`config.mk`:
```
export PLATFORM = sky130hd
export DESIGN_NAME = divider_array_sched
export DESIGN_NICKNAME = d
export VERILOG_FILES = /design/src/rtl/divider_array_sched.sv
export SDC_FILE = /design/constraint.sdc
export NUM_CORES = 1
export LEC_CHECK = 0
export CAP_MARGIN = 5
export CORE_ASPECT_RATIO = 2
export CORE_MARGIN = 5
export CORE_UTILIZATION = 30
export CTS_CLUSTER_DIAMETER = 40
export DETAILED_ROUTE_END_ITERATION = 7
export PLACE_DENSITY_LB_ADDON = 0.2
export SYNTH_ARGS = -nofsm -noshare
export SYNTH_HDL_FRONTEND = slang
export SYNTH_SLANG_ARGS = --single-unit
export TNS_END_PERCENT = 10
```
`constraint.sdc`:
```
create_clock -name clk -period 3.35 [get_ports clk]
set_input_delay 1.005 -clock clk [delete_from_list [all_inputs] [get_ports clk]]
set_output_delay 1.005 -clock clk [all_outputs]
set_load 0.02 [all_outputs]
```
`src/rtl/divider_array_sched.sv`:
```
// Round-robin scheduler sharing one combinational 16/8 array divider between two requesters.
// Optional DIV_SCHED_GUARD_EN: divide-by-zero/overflow operations bypass the array and return q=FF, r=00.
module divider_array_sched #(
  parameter int SETTLE_CYCLES = 2
) (
  input  logic        clk,
  input  logic        rst,
  input  logic        req0_valid,
  output logic        req0_ready,
  input  logic [15:0] req0_n,
  input  logic [7:0]  req0_d,
  input  logic        req1_valid,
  output logic        req1_ready,
  input  logic [15:0] req1_n,
  input  logic [7:0]  req1_d,
  output logic [15:0] div_n,
  output logic [7:0]  div_d,
  input  logic [7:0]  div_q,
  input  logic [7:0]  div_r,
  output logic        resp_valid,
  input  logic        resp_ready,
  output logic        resp_id,
  output logic [7:0]  resp_q,
  output logic [7:0]  resp_r,
  output logic        resp_dz,
  output logic        resp_ovf
);

  localparam int CW = (SETTLE_CYCLES > 1) ? $clog2(SETTLE_CYCLES) : 1;

  typedef enum logic [1:0] {IDLE, SETTLE, RESP} state_t;

  state_t        state;
  logic [CW-1:0] cnt;
  logic          prio;      // 1: req1 wins the next tie
  logic          grant0, grant1;
  logic [15:0]   sel_n;
  logic [7:0]    sel_d;
  logic          sel_dz, sel_ovf;

  // NOTE: every always_comb output gets a default first so no latch is inferred.
  always_comb begin
    grant0 = 1'b0;
    grant1 = 1'b0;
    if (state == IDLE) begin
      if (req0_valid && req1_valid) begin
        grant0 = !prio;
        grant1 = prio;
      end else begin
        grant0 = req0_valid;
        grant1 = req1_valid;
      end
    end
  end

  // Readys are forced low while reset is held so every output reads 0 during reset.
  assign req0_ready = grant0 && !rst;
  assign req1_ready = grant1 && !rst;

  assign sel_n   = grant1 ? req1_n : req0_n;
  assign sel_d   = grant1 ? req1_d : req0_d;
  assign sel_dz  = (sel_d == 8'h00);
  assign sel_ovf = !sel_dz && (sel_n[15:8] >= sel_d);

  // NOTE: sequential state uses non-blocking assignments only; the async reset
  // clears every register here since there is no memory array to leave uninitialised.
  always_ff @(posedge clk or posedge rst) begin
    if (rst) begin
      state      <= IDLE;
      cnt        <= '0;
      prio       <= 1'b0;
      div_n      <= '0;
      div_d      <= '0;
      resp_valid <= 1'b0;
      resp_id    <= 1'b0;
      resp_q     <= '0;
      resp_r     <= '0;
      resp_dz    <= 1'b0;
      resp_ovf   <= 1'b0;
    end else begin
      case (state)
        IDLE: begin
          if (grant0 || grant1) begin
            prio     <= grant0;
            resp_id  <= grant1;
            resp_dz  <= sel_dz;
            resp_ovf <= sel_ovf;
`ifdef DIV_SCHED_GUARD_EN
            if (sel_dz || sel_ovf) begin
              // Array operands stay untouched; the result is known without it.
              resp_q     <= 8'hFF;
              resp_r     <= 8'h00;
              resp_valid <= 1'b1;
              state      <= RESP;
            end else begin
              div_n <= sel_n;
              div_d <= sel_d;
              cnt   <= CW'(SETTLE_CYCLES - 1);
              state <= SETTLE;
            end
`else
            div_n <= sel_n;
            div_d <= sel_d;
            cnt   <= CW'(SETTLE_CYCLES - 1);
            state <= SETTLE;
`endif
          end
        end
        SETTLE: begin
          if (cnt == '0) begin
            resp_q     <= div_q;
            resp_r     <= div_r;
            resp_valid <= 1'b1;
            state      <= RESP;
          end else begin
            cnt <= cnt - 1'b1;
          end
        end
        RESP: begin
          if (resp_ready) begin
            resp_valid <= 1'b0;
            state      <= IDLE;
          end
        end
        default: state <= IDLE;
      endcase
    end
  end

endmodule
```
==> reports/results.txt, run 1 <==
The final standard cell utilization of the core was 0.496; the insertion delay to the later sink of the worst-skew pair was 0.28 ns. The most frequent cell after synthesis is sky130_fd_sc_hd__dfrtp_1. TritonCTS built the clock tree. The tools report the global-route usage over all layers as 0.140. The number of global-route vias before repair came out at 2024. Across all layers, the routed design uses 1914 vias.

Dividing total power by cell area gives a power density of 908 mW/mm2. The die covers 0.00976 mm2. The detail route stage leaves a number of antenna-violating nets equal to 0. The ratio of cells with drive above 1 in the final layout is 0.167.

The worst path needs 3.15 ns of the cycle, external delays included. In this run the vertical extent of the chip is 135 um. The total overflow left after global routing is 0. The root buffer cell chosen for the clock tree is sky130_fd_sc_hd__clkbuf_16. Number of setup violations in the final report: 0. The number of enable flip-flop cells after synthesis came out at 0.

Among all flip-flop cells after synthesis, the most frequent one is sky130_fd_sc_hd__dfrtp_1. By area the synthesized netlist is led by sky130_fd_sc_hd__dfrtp_1 (51%), sky130_fd_sc_hd__mux2_2 (12%), sky130_fd_sc_hd__nand2_1 (7.2%). The mapped netlist covers 0.00234 mm2. The total count of max-transition violations in the final report is 0, and the layout-stage area growth over the synthesis result is 61.3%. The number of antenna violations at the first check in global routing is 0, and the fmax is 0.318 GHz.

Number of vias per cell after detailed routing: 4.52. The share of async-settable or async-resettable flops after synthesis was 1.00; the number of instances in the placed design was 415. The reported net switching power is 1.30 mW, and the worst endpoint required time is 2.34 ns. The total area inside the core boundary comes to 0.00760 mm2.

In this run the post-CTS setup repair buffer count came out at 0. The final RePlAce weighted congestion was 0.742; the worst-case reg-to-reg path depth was 9. By startpoint and endpoint, the worst setup path is classified as input pin to primary output.

Synthesis handed over a netlist of 207 instances. The critical path starts at req1_valid. The sequential-to-total area share from yosys stat came out at 0.514. The min-delay analysis places its worst path in the category flip-flop to flip-flop.

The share of power burned in combinational logic is 0.533. Of all cell types, the one taking the most synthesized area is sky130_fd_sc_hd__dfrtp_1. In this run the horizontal extent of the chip is 72.4 um.

The final-stage net count was 405; the switching part of the total power was 0.380. Leakage power figure: 1.64 nW. The internal portion of the total power is 2.12 mW. When the netlist entered floorplanning its net count stood at 284. The clock net in this run drives a total of 48 sinks. For the worst setup path, the data arrival time is 2.14 ns. The routed design has 6.71 mm of wire. The tools report the part of the power in registers as 0.303.

The tool flagged a number of max-cap violations equal to 0. The repair_antennas step left the layout with diodes totalling 0. After detailed routing, the average wire length per cell comes to 15.9 um.

The initial standard-cell utilization of the core came out at 0.307. In this run the count of I/O pins placed on the die edge is 115. Number of cells upsized or downsized after cts: 2. Port buffering added 114 buffers.

Summing all placed instances gives a cell area of 0.00361 mm2. The remaining design rule violation count was 0. Number of cells on the critical path: 4. For the pin with the worst max-slew slack, the measured transition is 0.807 ns. The run finished with clean final reports.

In the final timing run, aggregate negative setup slack is 0 ns. The finished layout holds 423 standard cells, fillers aside. IR analysis of the VDD net gives a maximum drop of 0.390 mV. No sink is reached through more buffers than the 2 on the longest clock path. The startpoint of the worst-slack reg-to-reg timing path is state[0].

On the final layout, the worst clock skew is 0.00415 ns. The endpoint identified for the worst register-to-register timing path is resp_ovf. The floorplan has 45 rows.

Averaged over all synthesized cells, the footprint is 11.3 um2. On the worst path, the slowest cell contributes a delay of 0.48 ns. The first global-routing pass estimated 10.3 mm of wire.

In this design, the largest share of critical-path delay is due to buffers and inverters. In this run, the number of DRC markers left after iteration 0 of detailed routing was 57. In this run, CTS created clock tree buffers numbering 5. Nature of the critical path startpoint: an input pin. In this run, synthesis produced a sequential element count of 48. The completed layout was analyzed and its total power is 3.42 mW.

The most critical setup path has its endpoint at req0_ready. The post-layout instance area was 0.00377 mm2; the clock-pin transition on the worst setup and hold timing paths was 0.06 ns. The Yosys step of the flow raised 0 warnings. The tools report the worst min-delay path startpoint as div_n[4]. The relative slew slack came out at 0.461. Entering global routing, the biggest net connects 49 pins. The synthesized netlist contains 32 unique library cells. After synthesis, the most frequently instantiated cells are sky130_fd_sc_hd__dfrtp_1 (48), sky130_fd_sc_hd__nand2_1 (45), sky130_fd_sc_hd__mux2_2 (24).

The hold-fix buffer count after cts is 0. The slowest stage of the critical path belongs to the cell sky130_fd_sc_hd__clkdlybuf4s50_1. The portion of synthesized cell area occupied by the leading cell type was 0.514; the clock share of power was 0.164. The portion of the clock cycle consumed by the worst path in the final layout is 0.939. The critical path contains buffers and inverters numbering 2 combined. For this run, the detailed router's first-pass iteration total came to 4. STA classifies the critical path endpoint as a primary output.

For flop-to-flop paths, the worst setup slack is 0.99 ns. Once detailed placement completed, the half-perimeter wirelength came to 5.41 mm. Along the worst path, the maximum fanout reaches 3. The hold violation total from the final report was 0. Setup repair after global routing left no endpoint under its margin. Walking the worst path, the cells encountered are clkdlybuf4s50_1, a21oi_1, and3_1, dlygate4sd2_1. The tools report the number of H-tree branching levels as 2.
-- layer usage --
layer	GRT usage	routed length [um]	up-vias
li1	-	-	961
met1	0.134	2220	888
met2	0.277	3960	59
met3	0.0350	425	6
met4	0.0493	104	0
met5	0	0	-
-- worst reg2reg max path: stages (launching register included) --
cell                      delay (ns)
sky130_fd_sc_hd__dfrtp_1        0.47
sky130_fd_sc_hd__nor2_4         0.11
sky130_fd_sc_hd__nand3_4        0.11
sky130_fd_sc_hd__buf_4          0.32
sky130_fd_sc_hd__mux2_2         0.39
sky130_fd_sc_hd__ha_1           0.30
sky130_fd_sc_hd__a21oi_1        0.13
sky130_fd_sc_hd__o21ai_0        0.09
sky130_fd_sc_hd__nor3_1         0.20
sky130_fd_sc_hd__a22oi_2        0.11
-- placed cells by master, fill, tap and decap left out, types with 2 or more instances in the layout --
| cell type | netlist | layout |
|---|---|---|
| sky130_fd_sc_hd__ha_1 | 8 | 8 |
| sky130_fd_sc_hd__mux2i_1 | 8 | 8 |
| sky130_fd_sc_hd__o21ai_1 | 8 | 8 |
| sky130_fd_sc_hd__inv_1 | 4 | 3 |
| sky130_fd_sc_hd__mux2_2 | 24 | 24 |
| sky130_fd_sc_hd__clkbuf_16 | 0 | 5 |
| sky130_fd_sc_hd__nor4_1 | 4 | 4 |
| sky130_fd_sc_hd__a21oi_1 | 5 | 5 |
| sky130_fd_sc_hd__buf_4 | 0 | 8 |
| sky130_fd_sc_hd__o21ai_0 | 13 | 13 |
| sky130_fd_sc_hd__dlygate4sd2_1 | 0 | 2 |
| sky130_fd_sc_hd__o21a_1 | 2 | 2 |
| sky130_fd_sc_hd__dfrtp_1 | 48 | 48 |
| sky130_fd_sc_hd__mux2i_2 | 8 | 8 |
| sky130_fd_sc_hd__nand2b_1 | 2 | 2 |
| sky130_fd_sc_hd__nor2_1 | 5 | 5 |
| sky130_fd_sc_hd__nand2_1 | 45 | 45 |
| sky130_fd_sc_hd__clkdlybuf4s50_1 | 0 | 112 |
-- worst min path at each step --
stage,cells after the start,slack [ns],to
after floorplan,1,0.46,prio
after global placement,2,0.46,resp_id
after detailed placement,2,0.46,div_n[10]
after CTS,2,0.48,div_n[12]
after global routing,2,0.51,div_d[2]
final,2,0.48,div_n[4]
-- stage by stage --
step	setup slack [ns]	hold slack, ns
floorplan	0.638	0.464
global placement	-0.0562	0.458
detailed placement	-0.0654	0.461
CTS	0.199	0.479
global route	0.135	0.508
finish	0.205	0.479
-- cells by family after synthesis --
family / synth area share
compound gates: 0.0852
fa+ha+maj: 0.0429
buf+inv: 0.0300
flops: 0.514
mux: 0.197
simple gates: 0.131
-- flip-flops by register name, indices dropped and copies added (netlist names), 2 cells and up --
name,cells
div_n,16
div_d,8
resp_q,8
resp_r,8
state,2
-- layout make-up --
class / count / area [um2]
Fill cell: 723 / 3830
Inverter: 4 / 15.0
Clock inverter: 2 / 35.0
Sequential cell: 48 / 1200
Tap cell: 94 / 118
Multi-Input combinational cell: 147 / 1070
Timing Repair Buffer: 122 / 1200
Clock buffer: 6 / 129
-- power by group through the flow --
stage               Sequential (mW)  Combinational, mW  Clock (mW)
floorplan                      1.37              0.713           0
global placement               1.04               1.85           0
detailed placement             1.05               1.87           0
CTS                            1.04               1.87       0.577
global route                   1.08               1.96       0.597
finish                         1.04               1.83       0.560
No activity file was read; power rests on OpenSTA's default activity.
==> run 2: changes to the inputs <==
Settings changed: HOLD_SLACK_MARGIN set to 0.15.
==> results of run 2 <==
No change in the layout: final DEF, timing and power equal those of run 1.
==> run 3: changes to the inputs <==
Settings changed: GPL_TIMING_DRIVEN set to 0, MAX_ROUTING_LAYER set to met4.
==> run 3 against run 2 <==
Against the previous run: critical path depth did not move; register-to-register slack better by 0.03 ns; core utilization up 0.64 points; global-route usage grew 0.61 points; sequential power hardly changed; setup slack improved by 0.050 ns; critical path type unchanged; critical endpoint unchanged.
==> reports/results.txt, run 3 (synthesis results as in run 1) <==
The flow ran to the end, and the final reports show no timing, DRC or antenna violations. Area inside the core boundary: 0.00760 mm2 (unchanged). STA classifies the critical path startpoint as an input pin. For the initial standard-cell utilization of the core, the log shows 0.307 (unchanged). For the maximum count of clock buffers along a single path, the log shows 2 (unchanged). The switching part of the total power was 0.372 (-0.00809). The clock-pin transition on the worst setup and hold timing paths was 0.06 ns (about the same); the filler cell count was 721 (-0.28%). The number of buffers added on ports is 114 (unchanged).

The logs give 0 (unchanged) for the max-cap violation count and 2.34 ns (about the same) for the worst endpoint required time. The run gives 0 (unchanged) as the number of routed nets with antenna violations. The flip-flop count of the largest register after layout is 16 (unchanged).

The run gives 0 ns (unchanged) as the total negative slack for setup checks. The run gives 0.710 (+0.248) as the relative slew slack. CTS placed an instance of sky130_fd_sc_hd__clkbuf_16 at the clock tree root. Grouping stages by cell kind, the critical path spends the most delay in buffers and inverters. The logs give 0.29 ns (about the same) for the insertion delay to the later sink of the worst-skew pair and 0.00976 mm2 (unchanged) for the die footprint. The slowest stage of the critical path belongs to the cell sky130_fd_sc_hd__clkdlybuf4s50_1.

div_n holds more flip-flops than any other register. The transition time at the pin with the least slew margin is 0.435 ns (-0.372 ns). The final-stage net count was 407 (+0.49%); the global route total overflow was 0 (unchanged).

Sum of internal, switching and leakage power: 3.54 mW (+3.4%). The critical-path maximum fanout was 3 (unchanged); the via count of the routed design was 1937 (+1.2%). The hold violation total from the final report is 0 (unchanged).

For the clock tree skew after final layout, the log shows 0.00385 ns (-0.000296 ns). The floorplan die width is 72.4 um (unchanged), and the wire length of the first global-routing pass is 10.6 mm (+2.9%). The run gives 0 (unchanged) as the hold-fix buffer count after cts. The critical path goes through clkdlybuf4s50_1, a21oi_1, and3_1, dlygate4sd2_1.

Pin count of the biggest net entering global routing: 31 (-37%). The die height works out to 135 um (unchanged). For the share of power burned in combinational logic, the log shows 0.524 (-0.009). The total detailed-routing wirelength is 6.65 mm (-0.85%). For the remaining design rule violation count, the log shows 0 (unchanged). The initial detailed-routing violation count came out at 59 (+3.5%). Number of H-tree branching levels: 2 (unchanged). The tools report the data arrival time of the worst path as 2.09 ns (-0.05 ns). The clock share of power is 0.184 (+0.020). In the layout the commonest cells are sky130_fd_sc_hd__clkdlybuf4s50_1 (110), sky130_fd_sc_hd__dfrtp_1 (48), sky130_fd_sc_hd__nand2_1 (45). The global-route usage over all layers is 0.147 (+0.00615), and the ratio of cells with drive above 1 in the final layout is 0.169 (+0.00201). The number of antenna violations at the first check in global routing is 0 (unchanged), and the number of setup violations in the final report is 0 (unchanged). The buffering stage count on the worst path with inverters included works out to 2 (unchanged). The tools report the fmax as 0.323 GHz (+1.6%).

Total power density per cell area: 927 mW/mm2 (+2.0%). Setup repair after global routing left no endpoint under its margin. The run gives 1.66 nW (+1.5%) as the leakage power figure.

The clock buffer count from CTS was 5 (unchanged); the number of global-route vias before repair was 2075 (+2.5%). The final RePlAce weighted congestion was 0.819 (+10%); the total I/O pin count was 115 (unchanged). The logs give 4 (unchanged) for the detailed-routing iteration count for the pre-antenna-repair pass and 0.462 mV (+18%) for the maximum vdd drop. From synthesis to final layout, the design area changed by 63.4%. The tools report the total count of max-transition violations in the final report as 0 (unchanged).

The largest stage delay on the critical path works out to 0.47 ns (about the same). For the row count, the log shows 45 (unchanged). The antenna diode instance count was 0 (unchanged); the reported net switching power was 1.31 mW (+1.2%). Classification of the worst setup path: input pin to primary output. The half-perimeter wire length after detailed placement came out at 5.46 mm (+1.0%). The number of clock sinks seen by CTS is 48 (unchanged).

The number of vias per cell after detailed routing was 4.56 (+0.73%). The run gives 2.22 mW (+4.7%) as the internal power. The clock period minus final worst setup slack is 3.10 ns (-0.0500 ns), and the part of the power in registers is 0.292 (-0.011). The portion of the clock cycle consumed by the worst path in the final layout works out to 0.924 (-0.0149).

TritonCTS built the clock tree. The library cell used most frequently in the layout, excluding fill and tap cells, is sky130_fd_sc_hd__clkdlybuf4s50_1. The post-detailed-route wirelength per cell came out at 15.7 um (-1.3%). The worst setup path is captured at a primary output. In this run the worst hold path is classified as flip-flop to flip-flop.
-- run 3: changes by cell type in the layout (fill, tap and decap cells not counted) --
cell | previous run | this run
sky130_fd_sc_hd__buf_2 | 0 | 2
sky130_fd_sc_hd__buf_12 | 0 | 1
sky130_fd_sc_hd__buf_4 | 8 | 1
sky130_fd_sc_hd__clkdlybuf4s15_2 | 0 | 1
sky130_fd_sc_hd__o21ai_4 | 1 | 0
sky130_fd_sc_hd__dlymetal6s2s_1 | 0 | 1
sky130_fd_sc_hd__bufinv_16 | 1 | 2
sky130_fd_sc_hd__o21ai_2 | 0 | 1
sky130_fd_sc_hd__clkbuf_1 | 1 | 3
sky130_fd_sc_hd__inv_6 | 0 | 1
sky130_fd_sc_hd__buf_6 | 0 | 3
sky130_fd_sc_hd__clkdlybuf4s50_1 | 112 | 110
sky130_fd_sc_hd__clkinv_2 | 1 | 0
-- run 3: per-stage QoR --
stage | worst slack, ns | cell area, um2 | cells | hold slack [ns] | util
after floorplan | 0.638 | 2340 | 207 | 0.464 | -
after global placement | -0.407 | 3590 | 415 | 0.459 | 0.473
after detailed placement | -0.440 | 3610 | 416 | 0.461 | 0.476
after CTS | 0.0773 | 3810 | 425 | 0.477 | 0.502
after global routing | 0.169 | 3820 | 425 | 0.493 | 0.502
final | 0.255 | 3820 | 425 | 0.475 | 0.502
-- run 3: routing by layer --
metal	routed length (um)	vias to the layer above	GRT usage
li1	-	967	-
met1	2260	899	0.146
met2	3900	63	0.274
met3	356	8	0.0261
met4	140	0	0.0554
met5	0	-	-
-- run 3: layout make-up --
class / instances / area, um2 / area share
Buffer: 8 / 55.1 / 0.0144
Clock buffer: 5 / 125 / 0.0328
Clock inverter: 3 / 68.8 / 0.0180
Inverter: 4 / 15.0 / 0.00393
Multi-Input combinational cell: 147 / 1060 / 0.279
Sequential cell: 48 / 1200 / 0.315
Tap cell: 94 / 118 / 0.0308
Timing Repair Buffer: 116 / 1170 / 0.306
-- run 3: path summary, 6_finish.rpt --
kind	startpoint	endpoint	slack, ns	cells after the start
max	rst	req0_ready	0.25	4
min	div_n[12]	div_n[12]	0.47	2
max reg2reg	state[0]	resp_ovf	1.02	10
min reg2reg	div_n[12]	div_n[12]	0.47	2
max in group asynchronous	rst	div_n[4]	1.73	3
min in group asynchronous	rst	resp_q[3]	1.12	2
-- run 3: power groups by stage --
stage | Combinational (mW) | Sequential (mW) | Clock (mW)
CTS | 1.90 | 1.04 | 0.671
global route | 2.00 | 1.08 | 0.696
detailed placement | 1.89 | 1.05 | 0
global placement | 1.86 | 1.04 | 0
floorplan | 0.713 | 1.37 | 0
finish | 1.85 | 1.03 | 0.653
-- run 3: worst min-delay path: cells and delay by family (launching register included) --
kind / cells / cell delay [ns]
flip-flops: 1 / 0.34
AND/OR/NAND/NOR: 2 / 0.11
-- run 3: timing repair --
action,CTS,global route
endpoints found under the setup margin,2,1
gates resized for setup,5,1
hold endpoints to repair,0,0
buffers inserted,1,0
pin swaps,1,0
